[config.mk]
export PLATFORM = sky130hd
export DESIGN_NAME = ex_wb_flags_stage
export DESIGN_NICKNAME = d
export VERILOG_FILES = /design/src/rtl/ex_wb_flags_stage_pkg.sv /design/src/rtl/ex_wb_flags_stage_flag_merge.sv /design/src/rtl/ex_wb_flags_stage.sv
export SDC_FILE = /design/constraint.sdc
export NUM_CORES = 1
export LEC_CHECK = 0
export BUFFER_PORTS_ARGS = -buffer_cell sky130_fd_sc_hd__buf_2
export CORE_ASPECT_RATIO = 1.25
export CORE_MARGIN = 8
export CORE_UTILIZATION = 49
export DETAILED_ROUTE_END_ITERATION = 12
export HOLD_SLACK_MARGIN = 0.02
export PLACE_DENSITY_LB_ADDON = 0.25
export SLEW_MARGIN = 20
export SYNTH_ARGS = -nofsm -noshare
export SYNTH_HDL_FRONTEND = slang
export SYNTH_HIERARCHICAL = 1
export SYNTH_SLANG_ARGS = --single-unit
[constraint.sdc]
create_clock -name clk -period 3.79 [get_ports clk]
set_input_delay 0.758 -clock clk [delete_from_list [all_inputs] [get_ports clk]]
set_output_delay 0.758 -clock clk [all_outputs]
set_load 0.01 [all_outputs]
[src/rtl/ex_wb_flags_stage_pkg.sv]
// Shared constants for the EX->WB flags stage: flag vector indices, EFLAGS bit
// positions, operand size codes and the EFLAGS packing helper.
package ex_wb_flags_stage_pkg;

    localparam int FLAG_W = 6;

    // Index into the 6-bit {OF,SF,ZF,AF,PF,CF} flag vector
    localparam int CF = 0;
    localparam int PF = 1;
    localparam int AF = 2;
    localparam int ZF = 3;
    localparam int SF = 4;
    localparam int OF = 5;

    localparam int EF_CF = 0;
    localparam int EF_PF = 2;
    localparam int EF_AF = 4;
    localparam int EF_ZF = 6;
    localparam int EF_SF = 7;
    localparam int EF_DF = 10;
    localparam int EF_OF = 11;

    typedef enum logic [1:0] {
        SIZE_8  = 2'd0,
        SIZE_16 = 2'd1,
        SIZE_32 = 2'd2
    } size_e;

    typedef enum logic {
        EMPTY = 1'b0,
        FULL  = 1'b1
    } wb_state_e;

    // Bit 1 of EFLAGS is architecturally reserved as 1
    function automatic logic [31:0] pack_eflags(input logic [FLAG_W-1:0] f, input logic df);
        logic [31:0] e;
        e        = 32'h0000_0002;
        e[EF_CF] = f[CF];
        e[EF_PF] = f[PF];
        e[EF_AF] = f[AF];
        e[EF_ZF] = f[ZF];
        e[EF_SF] = f[SF];
        e[EF_DF] = df;
        e[EF_OF] = f[OF];
        return e;
    endfunction

endpackage

[src/rtl/ex_wb_flags_stage_flag_merge.sv]
// Per-bit select between a held (younger) flag value and the architectural
// value, taken only where the load enable is set and the entry is live.
module flag_merge #(
    parameter int W = 7
) (
    input  logic         en,
    input  logic [W-1:0] held,
    input  logic [W-1:0] ld,
    input  logic [W-1:0] arch,
    output logic [W-1:0] merged
);

    logic [W-1:0] take;

    assign take   = ld & {W{en}};
    assign merged = (held & take) | (arch & ~take);

endmodule

[src/rtl/ex_wb_flags_stage.sv]
// EX->WB pipeline register holding the ALU result and pending flag update,
// plus the architectural EFLAGS state and CF/AF/DF forwarding back to EX.
module ex_wb_flags_stage
    import ex_wb_flags_stage_pkg::*;
#(
    parameter int DATA_W = 32,
    parameter int DST_W  = 3
) (
    input  logic              clk,
    input  logic              rst_n,
    input  logic              ex_valid,
    output logic              ex_ready,
    input  logic              flush,
    input  logic              wb_stall,
    input  logic [DATA_W-1:0] ex_res,
    input  logic [5:0]        ex_flags,
    input  logic [5:0]        ex_cmps_flags,
    input  logic              ex_sel_cmps,
    input  logic [5:0]        ex_ld_flags,
    input  logic              ex_df_val,
    input  logic              ex_ld_df,
    input  logic              ex_ld_reg,
    input  logic [DST_W-1:0]  ex_dst_id,
    input  logic [1:0]        ex_dst_size,
    output logic              wb_valid,
    output logic [DATA_W-1:0] wb_res,
    output logic              wb_ld_reg,
    output logic [DST_W-1:0]  wb_dst_id,
    output logic [1:0]        wb_dst_size,
    output logic [5:0]        flags_q,
    output logic              df_q,
    output logic [31:0]       eflags32,
    output logic              fwd_CF,
    output logic              fwd_AF,
    output logic              fwd_DF
);

    wb_state_e         state_q, state_d;
    logic              capture, retire;
    logic [DATA_W-1:0] res_p1;
    logic [5:0]        flags_p1, ld_flags_p1;
    logic              df_p1, ld_df_p1, ld_reg_p1;
    logic [DST_W-1:0]  dst_id_p1;
    size_e             dst_size_p1;
    logic [6:0]        commit_vec;
    logic [2:0]        fwd_vec;

    assign wb_valid = (state_q == FULL);
    assign ex_ready = !wb_valid || !wb_stall;
    assign capture  = ex_valid && ex_ready && !flush;
    // A retiring entry commits even when flush empties the stage on the same edge
    assign retire   = wb_valid && !wb_stall;

    always_comb begin
        state_d = state_q;
        case (state_q)
            EMPTY:   if (capture) state_d = FULL;
            FULL:    if (!capture && (retire || flush)) state_d = EMPTY;
            default: state_d = EMPTY;
        endcase
    end

    always_ff @(posedge clk or negedge rst_n) begin
        if (!rst_n) state_q <= EMPTY;
        else        state_q <= state_d;
    end

    // ---- EX -> WB register (p1) ----
    always_ff @(posedge clk or negedge rst_n) begin
        if (!rst_n) begin
            res_p1      <= '0;
            flags_p1    <= '0;
            ld_flags_p1 <= '0;
            df_p1       <= 1'b0;
            ld_df_p1    <= 1'b0;
            ld_reg_p1   <= 1'b0;
            dst_id_p1   <= '0;
            dst_size_p1 <= SIZE_8;
        end else if (capture) begin
            res_p1      <= ex_res;
            flags_p1    <= ex_sel_cmps ? ex_cmps_flags : ex_flags;
            ld_flags_p1 <= ex_ld_flags;
            df_p1       <= ex_df_val;
            ld_df_p1    <= ex_ld_df;
            ld_reg_p1   <= ex_ld_reg;
            dst_id_p1   <= ex_dst_id;
            dst_size_p1 <= size_e'(ex_dst_size);
        end
    end

    assign wb_res      = res_p1;
    assign wb_ld_reg   = ld_reg_p1 && wb_valid;
    assign wb_dst_id   = dst_id_p1;
    assign wb_dst_size = dst_size_p1;

    // ---- WB commit into architectural EFLAGS ----
    flag_merge #(.W(7)) u_commit (
        .en     (retire),
        .held   ({df_p1, flags_p1}),
        .ld     ({ld_df_p1, ld_flags_p1}),
        .arch   ({df_q, flags_q}),
        .merged (commit_vec)
    );

    always_ff @(posedge clk or negedge rst_n) begin
        if (!rst_n) begin
            flags_q <= '0;
            df_q    <= 1'b0;
        end else begin
            flags_q <= commit_vec[5:0];
            df_q    <= commit_vec[6];
        end
    end

    assign eflags32 = pack_eflags(flags_q, df_q);

    flag_merge #(.W(3)) u_fwd (
        .en     (wb_valid),
        .held   ({df_p1, flags_p1[AF], flags_p1[CF]}),
        .ld     ({ld_df_p1, ld_flags_p1[AF], ld_flags_p1[CF]}),
        .arch   ({df_q, flags_q[AF], flags_q[CF]}),
        .merged (fwd_vec)
    );

    assign fwd_CF = fwd_vec[0];
    assign fwd_AF = fwd_vec[1];
    assign fwd_DF = fwd_vec[2];

endmodule

==> results.py, run 1 <==
metrics = {
    "placed_design": {
        "dp.cells": 357,
        "hpwl_um": 4657,
        "gp_congestion": 0.6736,
        "io_buffer_count": 120,
    },
    "critical_path": {
        "path_buf_inv": 1,
        "critPathMaxStageDelay_ns": 0.51,
        "start_kind": "flop",
        "cp_top_family": "flip-flops",
        "required_ns": 3.03,
        "cp_slowest_cell": "dfrtp_1",
        "r2r_start": "wb_valid",
        "path_cells": "nand2_1 -> mux2_4 -> buf_2",
        "worstSetupStartpoint": "wb_valid",
        "worstPathMaxFanout": 8,
        "critPathCaptureType": "primary output",
        "criticalPathCategory": "reg2out",
        "arrival_ns": 1.42,
    },
    "cells_and_area": {
        "seqCellArea_um2": 1501,
        "fin_util": 0.6279,
        "diodes": 0,
        "mostFrequentLayoutCells": "buf_2 (120), mux2_4 (60), dfrtp_1 (60), conb_1 (25), clkbuf_8 (12)",
        "final_common_cell": "buf_2",
        "drive_above_1_share": 0.6775,
        "fillers": 443,
        "final_cells": 373,
        "multiInputGateArea_um2": 1170,
        "final_nets": 366,
        "syn_to_final_growth_pct": 24.94,
    },
    "worst_hold_path": {
        "min_path_type": "reg2reg",
        "min_from": "wb_res[6]",
    },
    "routing": {
        "wire_per_inst_um": 16.56,
        "routed_wl_um": 6177,
        "drtPass1Iterations": 3,
        "drcViolationCount": 0,
        "initialDrtViolationCount": 43,
        "ant_nets": 0,
        "dr_total_vias": 1722,
        "via_per_inst": 4.617,
    },
    "yosys": {
        "synth_mux_area_frac": 0.3435,
        "synth_xor_area_frac": 0,
        "netlist_area_um2": 2885,
        "synthDistinctLibCells": 14,
        "synth_cells": 184,
        "synth_fa_ha_area_frac": 0,
        "seq_area_frac_synth": 0.5204,
        "synth_compound_area_frac": 0.001735,
        "yosys.area_share.simple": 0.02775,
        "postSynthAreaPerCell_um2": 15.68,
        "ys_ff_latch": 60,
        "yosys_warnings": 6,
        "synth_top_family_by_area": "multiplexers",
    },
    "cts": {
        "cts_buffer_depth": 2,
        "cts_tree": "yes",
        "cts.hold.buffers_added": 0,
        "h-tree-depth": 3,
        "cts_root_buf": "clkbuf_8",
        "clkSinkCount": 60,
        "clock_latency_ns": 0.33,
        "post-cts-setup-buffer-count": 0,
        "cts_buffers": 9,
        "clkTransAtPathRegs_ns": 0.07,
        "post_cts_resized": 0,
    },
    "grt": {
        "grt.total_usage": 0.1485,
        "grt_max_degree": 39,
        "grt_pass1_vias": 1933,
        "grt_pass1_wl_um": 9811,
        "grt_antenna_before_repair": 0,
        "globalRouteOverflowTotal": 0,
    },
    "sta": {
        "setup_tns_ns": 0,
        "max_freq_ghz": 0.4599,
        "rsz0062_at_grt": "false",
        "finClkSkew_ns": 0.006036,
        "period_share": 0.5738,
        "whs_ns": 0.5055,
        "setup_viol": 0,
        "min_period_ns": 2.175,
        "tightest_slew_ns": 0.8157,
        "slew_viol_final": 0,
        "hold_viol": 0,
        "relSlewSlack": 0.4562,
    },
    "floorplan": {
        "ios": 146,
        "chipHeight_um": 101.8,
        "die_w_um": 84.64,
        "floorplan.initialDensity": 0.5026,
        "dieArea_um2": 8615,
        "fp-row-count": 31,
        "design.core.area_um2": 5741,
    },
    "power_and_ir_drop": {
        "power_density_nw_per_um2": 579.2,
        "leakage_nw": 2.009,
        "p_total_mw": 2.088,
        "ir_drop_mv": 0.2952,
    },
    "status": {
        "status": "complete, no violations",
    },
    "job": {
        "drv_cap": 0,
    },
}
## path summary, 6_finish.rpt
kind                       slack, ns  cells after the start           to
setup / recovery                1.62                      3       fwd_DF
hold / removal                  0.51                      1    wb_res[6]
setup reg to reg                1.75                      4  flags_p1[2]
hold reg to reg                 0.51                      1    wb_res[6]
max in group asynchronous       2.44                      2   wb_res[19]
min in group asynchronous       0.52                      1   wb_res[10]
## state kept, by name (all words and copies together) (netlist names)
name         cells
ld_reg_p1        1
wb_res          32
ld_flags_p1      6
flags_p1         6
wb_dst_id        3
df_p1            1
wb_dst_size      2
flags_q          6
ld_df_p1         1
df_q             1
wb_valid         1
## kinds of logic (layout without fill, tap and decap cells)
group / Yosys count / after routing
compound gates: 1 / 1
buf+inv: 38 / 138
mux: 68 / 68
flops: 60 / 60
simple gates: 15 / 15
other cells: 2 / 25
## through the flow
step           instance area, µm²  worst slack [ns]
2_1_floorplan                2972             2.088
4_1_cts                      3605             1.569
3_5_place_dp                 3369             1.370
5_1_grt                      3605             1.502
3_3_place_gp                 3369             1.387
6_report                     3605             1.615
## Yosys cell counts, drive strengths merged
library cell	number	area, µm²
dfrtp	60	1501
conb	2	7.510
nor2	1	3.750
nand2	11	43.80
mux2	68	991.0
and2	1	6.260
buf	38	300.3
nor2b	1	6.260
a21oi	1	5.000
nand3b	1	20.02
## per-layer routing
metal / vias to the layer above / global-route usage / part of all wire
li1: 806 / - / -
met1: 820 / 0.1735 / 0.42
met2: 87 / 0.2240 / 0.48
met3: 9 / 0.06818 / 0.080
met4: 0 / 0.07830 / 0.017
met5: - / 0 / 0
## layout make-up
cell class | instances | share of cell area
tap | 66 | 0.02291
timing repair buffer | 122 | 0.1708
multi-input combinational | 109 | 0.3245
clock inverter | 4 | 0.01944
sequential | 60 | 0.4165
clock buffer | 12 | 0.04582
## power breakdown
group,internal (mW),leakage (nW),total [mW],switching (mW)
combinational,0.331,1.18,0.567,0.236
sequential,0.773,0.709,0.860,0.0873
clock,0.422,0.122,0.661,0.239
(Power assumes the default switching activity.)
==> run 2, diff against run 1 <==
--- a/config.mk
+++ b/config.mk
@@ -5,10 +5,11 @@
 export SDC_FILE = /design/constraint.sdc
 export NUM_CORES = 1
 export LEC_CHECK = 0
+export ABC_AREA = 1
 export BUFFER_PORTS_ARGS = -buffer_cell sky130_fd_sc_hd__buf_2
 export CORE_ASPECT_RATIO = 1.25
 export CORE_MARGIN = 8
-export CORE_UTILIZATION = 49
+export CORE_UTILIZATION = 42
 export DETAILED_ROUTE_END_ITERATION = 12
 export HOLD_SLACK_MARGIN = 0.02
 export PLACE_DENSITY_LB_ADDON = 0.25
==> constraint.sdc (replaced) <==
create_clock -name clk -period 1.9 [get_ports clk]
set_input_delay 0.38 -clock clk [delete_from_list [all_inputs] [get_ports clk]]
set_output_delay 0.38 -clock clk [all_outputs]
set_load 0.01 [all_outputs]
==> run 2 against run 1 <==
Net effect: cell count up 46%; power up 66%; clock power up 51%; clock skew down 0.0010 ns; die area up 18%; non-clock buffer count up 4; utilization down 12 points; hold slack worse by 0.46 ns; wire length up 31%; global-route usage up 0.76 points; via count up 49%; critical path type is now reg2reg; critical endpoint is now wb_res[23].
==> results.py, run 2 <==
metrics = {
    "status": {
        "status": "complete, no violations",
    },
    "cts": {
        "cts_root_buf": "clkbuf_8",
        "post_cts_resized": 0,
        "cts_buffer_depth": 2,
        "cts_buffers": 9,
        "clkSinkCount": 60,
        "clkTransAtPathRegs_ns": 0.06,
        "h-tree-depth": 3,
        "clock_latency_ns": 0.33,
        "cts_tree": "yes",
    },
    "cells_and_area": {
        "final_common_cell": "nand2_1",
        "final_cells": 543,
        "syn_to_final_growth_pct": 17.74,
        "diodes": 0,
        "fillers": 712,
        "largest_register_ffs": 32,
        "mostFrequentLayoutCells": "nand2_1 (160), buf_2 (120), dfrtp_1 (60), nand4_1 (46), conb_1 (25)",
        "final_nets": 513,
        "drive_above_1_share": 0.3179,
    },
    "yosys": {
        "synth-edff-count": 0,
        "yosysTopAreaCell": "dfrtp_1",
        "synth_top_area_frac": 0.4985,
        "yosysMostFrequentCell": "nand2_1",
        "synth_commonest_cells": "nand2_1 (160), dfrtp_1 (60), nand4_1 (46)",
        "synth_cells": 341,
        "synthDistinctLibCells": 16,
        "synthTopCellsByArea": "dfrtp_1 (50%), nand2_1 (20%), nand4_1 (9.6%), buf_4 (9.0%), buf_6 (4.1%)",
        "ys_ff_latch": 60,
        "netlist_area_um2": 3012,
        "postSynthAreaPerCell_um2": 8.832,
        "synthArstFlopShare": 1.000,
        "yosys_warnings": 6,
        "seq_area_frac_synth": 0.4985,
        "synthFlopType": "dfrtp_1",
    },
    "floorplan": {
        "dieArea_um2": 10150,
        "ios": 146,
        "floorplan.initialDensity": 0.4317,
        "chipHeight_um": 110.7,
        "design.core.area_um2": 6977,
        "die_w_um": 91.74,
        "fp-row-count": 34,
    },
    "sta": {
        "hold_viol": 0,
        "tightest_slew_ns": 0.6145,
        "min_period_ns": 1.740,
        "setup_tns_ns": 0,
        "relSlewSlack": 0.5899,
        "finClkSkew_ns": 0.004996,
        "rsz0062_at_grt": "false",
        "setup_viol": 0,
        "period_share": 0.9157,
        "slew_viol_final": 0,
        "max_freq_ghz": 0.5748,
    },
    "grt": {
        "grt_max_degree": 61,
        "grt_util_met3": 0.05149,
        "gr-usage-met2": 0.2494,
        "grt.total_usage": 0.1561,
        "grt_pass1_vias": 2628,
        "grt_pass1_wl_um": 12900,
        "globalRouteOverflowTotal": 0,
        "grt_busiest_layer": "met2",
        "met1_usage": 0.1850,
        "grt_antenna_before_repair": 1,
    },
    "critical_path": {
        "arrival_ns": 1.95,
        "rr_worst_depth": 4,
        "critPathCaptureType": "flop",
        "criticalPathCategory": "reg2reg",
        "crit_top_cell": "nand2_1",
        "worstSetupStartpoint": "wb_valid",
        "path_cells": "nand2_4 -> nand3_2 -> nand2_1 -> nand2_1",
        "worstPathMaxFanout": 26,
        "cp_slowest_cell": "nand3_2",
        "r2r_start": "wb_valid",
        "start_kind": "flop",
        "cp_top_family": "simple AND/OR/NAND/NOR gates",
        "ff2ff_setup_slack_ns": 0.16,
        "r2r-end": "wb_res[23]",
        "critPathMaxStageDelay_ns": 0.55,
        "path_buf_inv": 0,
        "required_ns": 2.11,
    },
    "power_and_ir_drop": {
        "leakage_nw": 2.094,
        "power_density_nw_per_um2": 978.6,
        "ir_drop_mv": 0.4388,
    },
    "placed_design": {
        "dp.cells": 527,
        "hpwl_um": 5681,
        "io_buffer_count": 120,
        "gp_congestion": 0.7261,
    },
    "routing": {
        "initialDrtViolationCount": 94,
        "wire_per_inst_um": 14.91,
        "dr_total_vias": 2568,
        "drtPass1Iterations": 4,
        "routed_wl_um": 8096,
        "via_per_inst": 4.729,
        "ant_nets": 0,
        "drcViolationCount": 0,
    },
    "job": {
        "drv_cap": 0,
    },
    "worst_hold_path": {
        "min_path_type": "in2async",
    },
}
## run 2: cell count changes after synthesis, moves of 2 or more
cell / previous run / this run
mux2_2: 8 / 0
mux2_4: 60 / 0
nand3_1: 0 / 10
buf_4: 32 / 36
clkbuf_8: 0 / 2
buf_12: 0 / 4
nand4_1: 0 / 46
buf_6: 5 / 11
nand2_1: 10 / 160
inv_1: 0 / 4
## run 2: what timing repair did
item | CTS | global route
hold buffers | 0 | 0
setup endpoints to repair | 0 | 1
setup buffers | 0 | 0
## run 2: layout make-up
cell class,instances,area (µm²),share of cell area
sequential,60,1501,0.4234
timing repair buffer,126,658.1,0.1856
clock inverter,2,10.01,0.002823
multi-input combinational,247,1086,0.3063
inverter,5,18.77,0.005293
tap,90,112.6,0.03176
clock buffer,13,158.9,0.04481
## run 2: metal layers
metal,vias up,part of all wire
li1,1269,-
met5,-,0.00099
met3,13,0.085
met2,109,0.49
met1,1175,0.41
met4,2,0.016
## run 2: cell families (layout without fill, tap and decap cells)
kind of cell | after synthesis | count (layout) | synth area share
buf+inv | 58 | 146 | 0.1728
other cells | 2 | 25 | 0.002494
simple gates | 220 | 221 | 0.3245
flops | 60 | 60 | 0.4985
compound gates | 1 | 1 | 0.001660
## run 2: per-stage QoR
stage	instance area, µm²	power [mW]	util	hold slack (ns)	setup WS [ns]
final	3546	3.470	0.5083	0.04821	0.1602
after global routing	3546	3.712	0.5083	0.07192	0.007855
after CTS	3536	3.509	0.5068	0.05835	0.1468
after detailed placement	3367	2.502	0.4826	0.4157	0.2028
after global placement	3367	2.480	0.4826	0.4138	0.2382
after floorplan	3098	2.214	-	0.08441	0.6698
## run 2: how the worst max path moves through the flow
stage | slack [ns] | cells after the start | endpoint
4_1_cts | 0.15 | 2 | ex_ready
3_3_place_gp | 0.24 | 4 | flags_p1[1]
2_1_floorplan | 0.67 | 6 | flags_q[2]
6_report | 0.16 | 4 | wb_res[23]
5_1_grt | 0.008 | 4 | ld_flags_p1[4]
3_5_place_dp | 0.20 | 4 | flags_p1[3]
## run 2: report_power, final
group	total [mW]	internal (mW)	leakage (nW)	switching, mW
clock network	1.00	0.534	0.0893	0.467
registers	1.64	1.49	0.749	0.145
logic	0.830	0.330	1.26	0.500
total	3.47	2.36	2.09	1.11
## run 2: worst register-to-register path: stages (launching register included)
cell,delay (ns)
dfrtp_1,0.50
nand2_4,0.29
nand3_2,0.55
nand2_1,0.21
nand2_1,0.06
==> run 3, diff against run 2 <==
--- a/config.mk
+++ b/config.mk
@@ -8,7 +8,7 @@
 export ABC_AREA = 1
 export BUFFER_PORTS_ARGS = -buffer_cell sky130_fd_sc_hd__buf_2
 export CORE_ASPECT_RATIO = 1.25
-export CORE_MARGIN = 8
+export CORE_MARGIN = 2
 export CORE_UTILIZATION = 42
 export DETAILED_ROUTE_END_ITERATION = 12
 export HOLD_SLACK_MARGIN = 0.02
==> run 3 against run 2 <==
Net effect: design area up 0.92%; critical path depth fell by 1; first-iteration DRC count up 29%; sequential cell count did not move; sequential share of layout area is 0.38 points lower; hold slack worse by 0.0084 ns; die area shrank 23%; clock-buffer cell count is the same; largest power group unchanged.
==> results.py, run 3 (same netlist as run 2, synthesis figures left out) <==
metrics = {
    "status": {
        "status": "complete, no violations",
    },
    "cts": {
        "cts_buffer_depth": 2,
        "cts.hold.buffers_added": 0,
        "clock_latency_ns": 0.33,
        "post_cts_resized": 0,
        "post-cts-setup-buffer-count": 0,
        "cts_tree": "yes",
        "clkTransAtPathRegs_ns": 0.06,
        "h-tree-depth": 3,
        "cts_root_buf": "clkbuf_8",
        "cts_buffers": 9,
        "clkSinkCount": 60,
    },
    "power_and_ir_drop": {
        "p_sw_mw": 1.081,
        "ir_drop_mv": 0.4101,
        "pwr-share-seq": 0.475,
        "pwr-share-clk": 0.288,
        "leakage_nw": 2.115,
        "p_int_mw": 2.366,
        "power_frac_comb": 0.238,
        "p_sw_frac": 0.3135,
        "power_density_nw_per_um2": 963.2,
    },
    "floorplan": {
        "chipHeight_um": 98.68,
        "design.core.area_um2": 6977,
        "floorplan.initialDensity": 0.4317,
        "die_w_um": 79.74,
        "fp-row-count": 34,
        "dieArea_um2": 7868,
        "ios": 146,
    },
    "grt": {
        "grt_max_degree": 61,
        "globalRouteOverflowTotal": 0,
        "grt.total_usage": 0.1778,
        "grt_antenna_before_repair": 0,
        "grt_pass1_wl_um": 10920,
        "grt_pass1_vias": 2390,
    },
    "routing": {
        "routed_wl_um": 6813,
        "initialDrtViolationCount": 121,
        "via_per_inst": 4.723,
        "drcViolationCount": 0,
        "dr_total_vias": 2579,
        "wire_per_inst_um": 12.48,
        "drtPass1Iterations": 4,
        "ant_nets": 0,
    },
    "sta": {
        "whs_ns": 0.03980,
        "setup_viol": 0,
        "hold_viol": 0,
        "period_share": 0.8969,
        "setup_tns_ns": 0,
        "rsz0062_at_grt": "false",
        "max_freq_ghz": 0.5868,
        "slew_viol_final": 0,
        "finClkSkew_ns": 0.002862,
        "min_period_ns": 1.704,
    },
    "cells_and_area": {
        "final_nets": 516,
        "largest_register_ffs": 32,
        "diodes": 0,
        "mostFrequentLayoutCells": "nand2_1 (160), buf_2 (120), dfrtp_1 (60), nand4_1 (46), conb_1 (25)",
        "fillers": 724,
        "seqCellArea_um2": 1501,
        "multiInputGateArea_um2": 1076,
        "syn_to_final_growth_pct": 18.82,
        "drive_above_1_share": 0.3224,
        "final_common_cell": "nand2_1",
    },
    "critical_path": {
        "required_ns": 1.52,
        "critPathCaptureType": "primary output",
        "arrival_ns": 1.32,
        "criticalPathCategory": "reg2out",
        "start_kind": "flop",
        "worstPathMaxFanout": 18,
    },
    "job": {
        "drv_cap": 0,
    },
    "placed_design": {
        "io_buffer_count": 120,
        "hpwl_um": 4775,
        "gp_congestion": 0.7307,
    },
    "worst_hold_path": {
        "min_path_type": "in2async",
    },
}
[run 3: cell count changes in the layout (fill, tap and decap cells not counted), sizes merged]
cell | previous run | this run
nand3 | 12 | 11
buf | 126 | 130
[run 3: worst paths after layout]
check / slack [ns] / end / startpoint / cells past startpoint
max in group asynchronous: 1.58 / wb_res[22] / rst_n / 2
min: 0.04 / ld_df_p1 / rst_n / 2
max reg2reg: 0.53 / wb_res[22] / wb_valid / 5
min in group clk: 0.29 / wb_valid / flush / 2
max: 0.20 / ex_ready / wb_valid / 3
min reg2reg: 0.46 / wb_res[1] / wb_res[1] / 2
[run 3: critical path, cell delays in order (launching register included)]
cell and delay, ns:
dfrtp_1 0.48, nand2_4 0.14, buf_4 0.22, buf_2 0.16
[run 3: power groups by stage]
stage                     logic (mW)  clock network [mW]  registers (mW)
after global routing           0.925                1.08            1.67
after floorplan                0.487                   0            1.73
after detailed placement       0.831                   0            1.66
final                          0.819               0.992            1.64
after CTS                      0.832                1.03            1.64
after global placement         0.817                   0            1.66
[run 3: metrics by stage]
step / util / setup slack (ns) / power [mW] / area (µm²) / instances
6_report: 0.5129 / 0.1960 / 3.447 / 3578 / 546
5_1_grt: 0.5129 / 0.1030 / 3.671 / 3578 / 546
4_1_cts: 0.5129 / 0.1711 / 3.503 / 3578 / 546
3_5_place_dp: 0.4887 / 0.4914 / 2.490 / 3410 / 531
3_3_place_gp: 0.4887 / 0.5195 / 2.472 / 3410 / 531
2_1_floorplan: - / 0.6698 / 2.214 / 3098 / 364
[run 3: area by class of cell]
| type | instances | share of cell area |
|---|---|---|
| tap | 90 | 0.03147 |
| sequential | 60 | 0.4196 |
| timing repair buffer | 130 | 0.1958 |
| multi-input combinational | 246 | 0.3007 |
| clock inverter | 2 | 0.002797 |
| inverter | 5 | 0.005245 |
| clock buffer | 13 | 0.04441 |
[run 3: metal layers]
metal	GRT usage	routed length, µm
met1	0.2173	2897
met2	0.2948	3393
met3	0.04212	415
met5	0	0
met4	0.08344	106
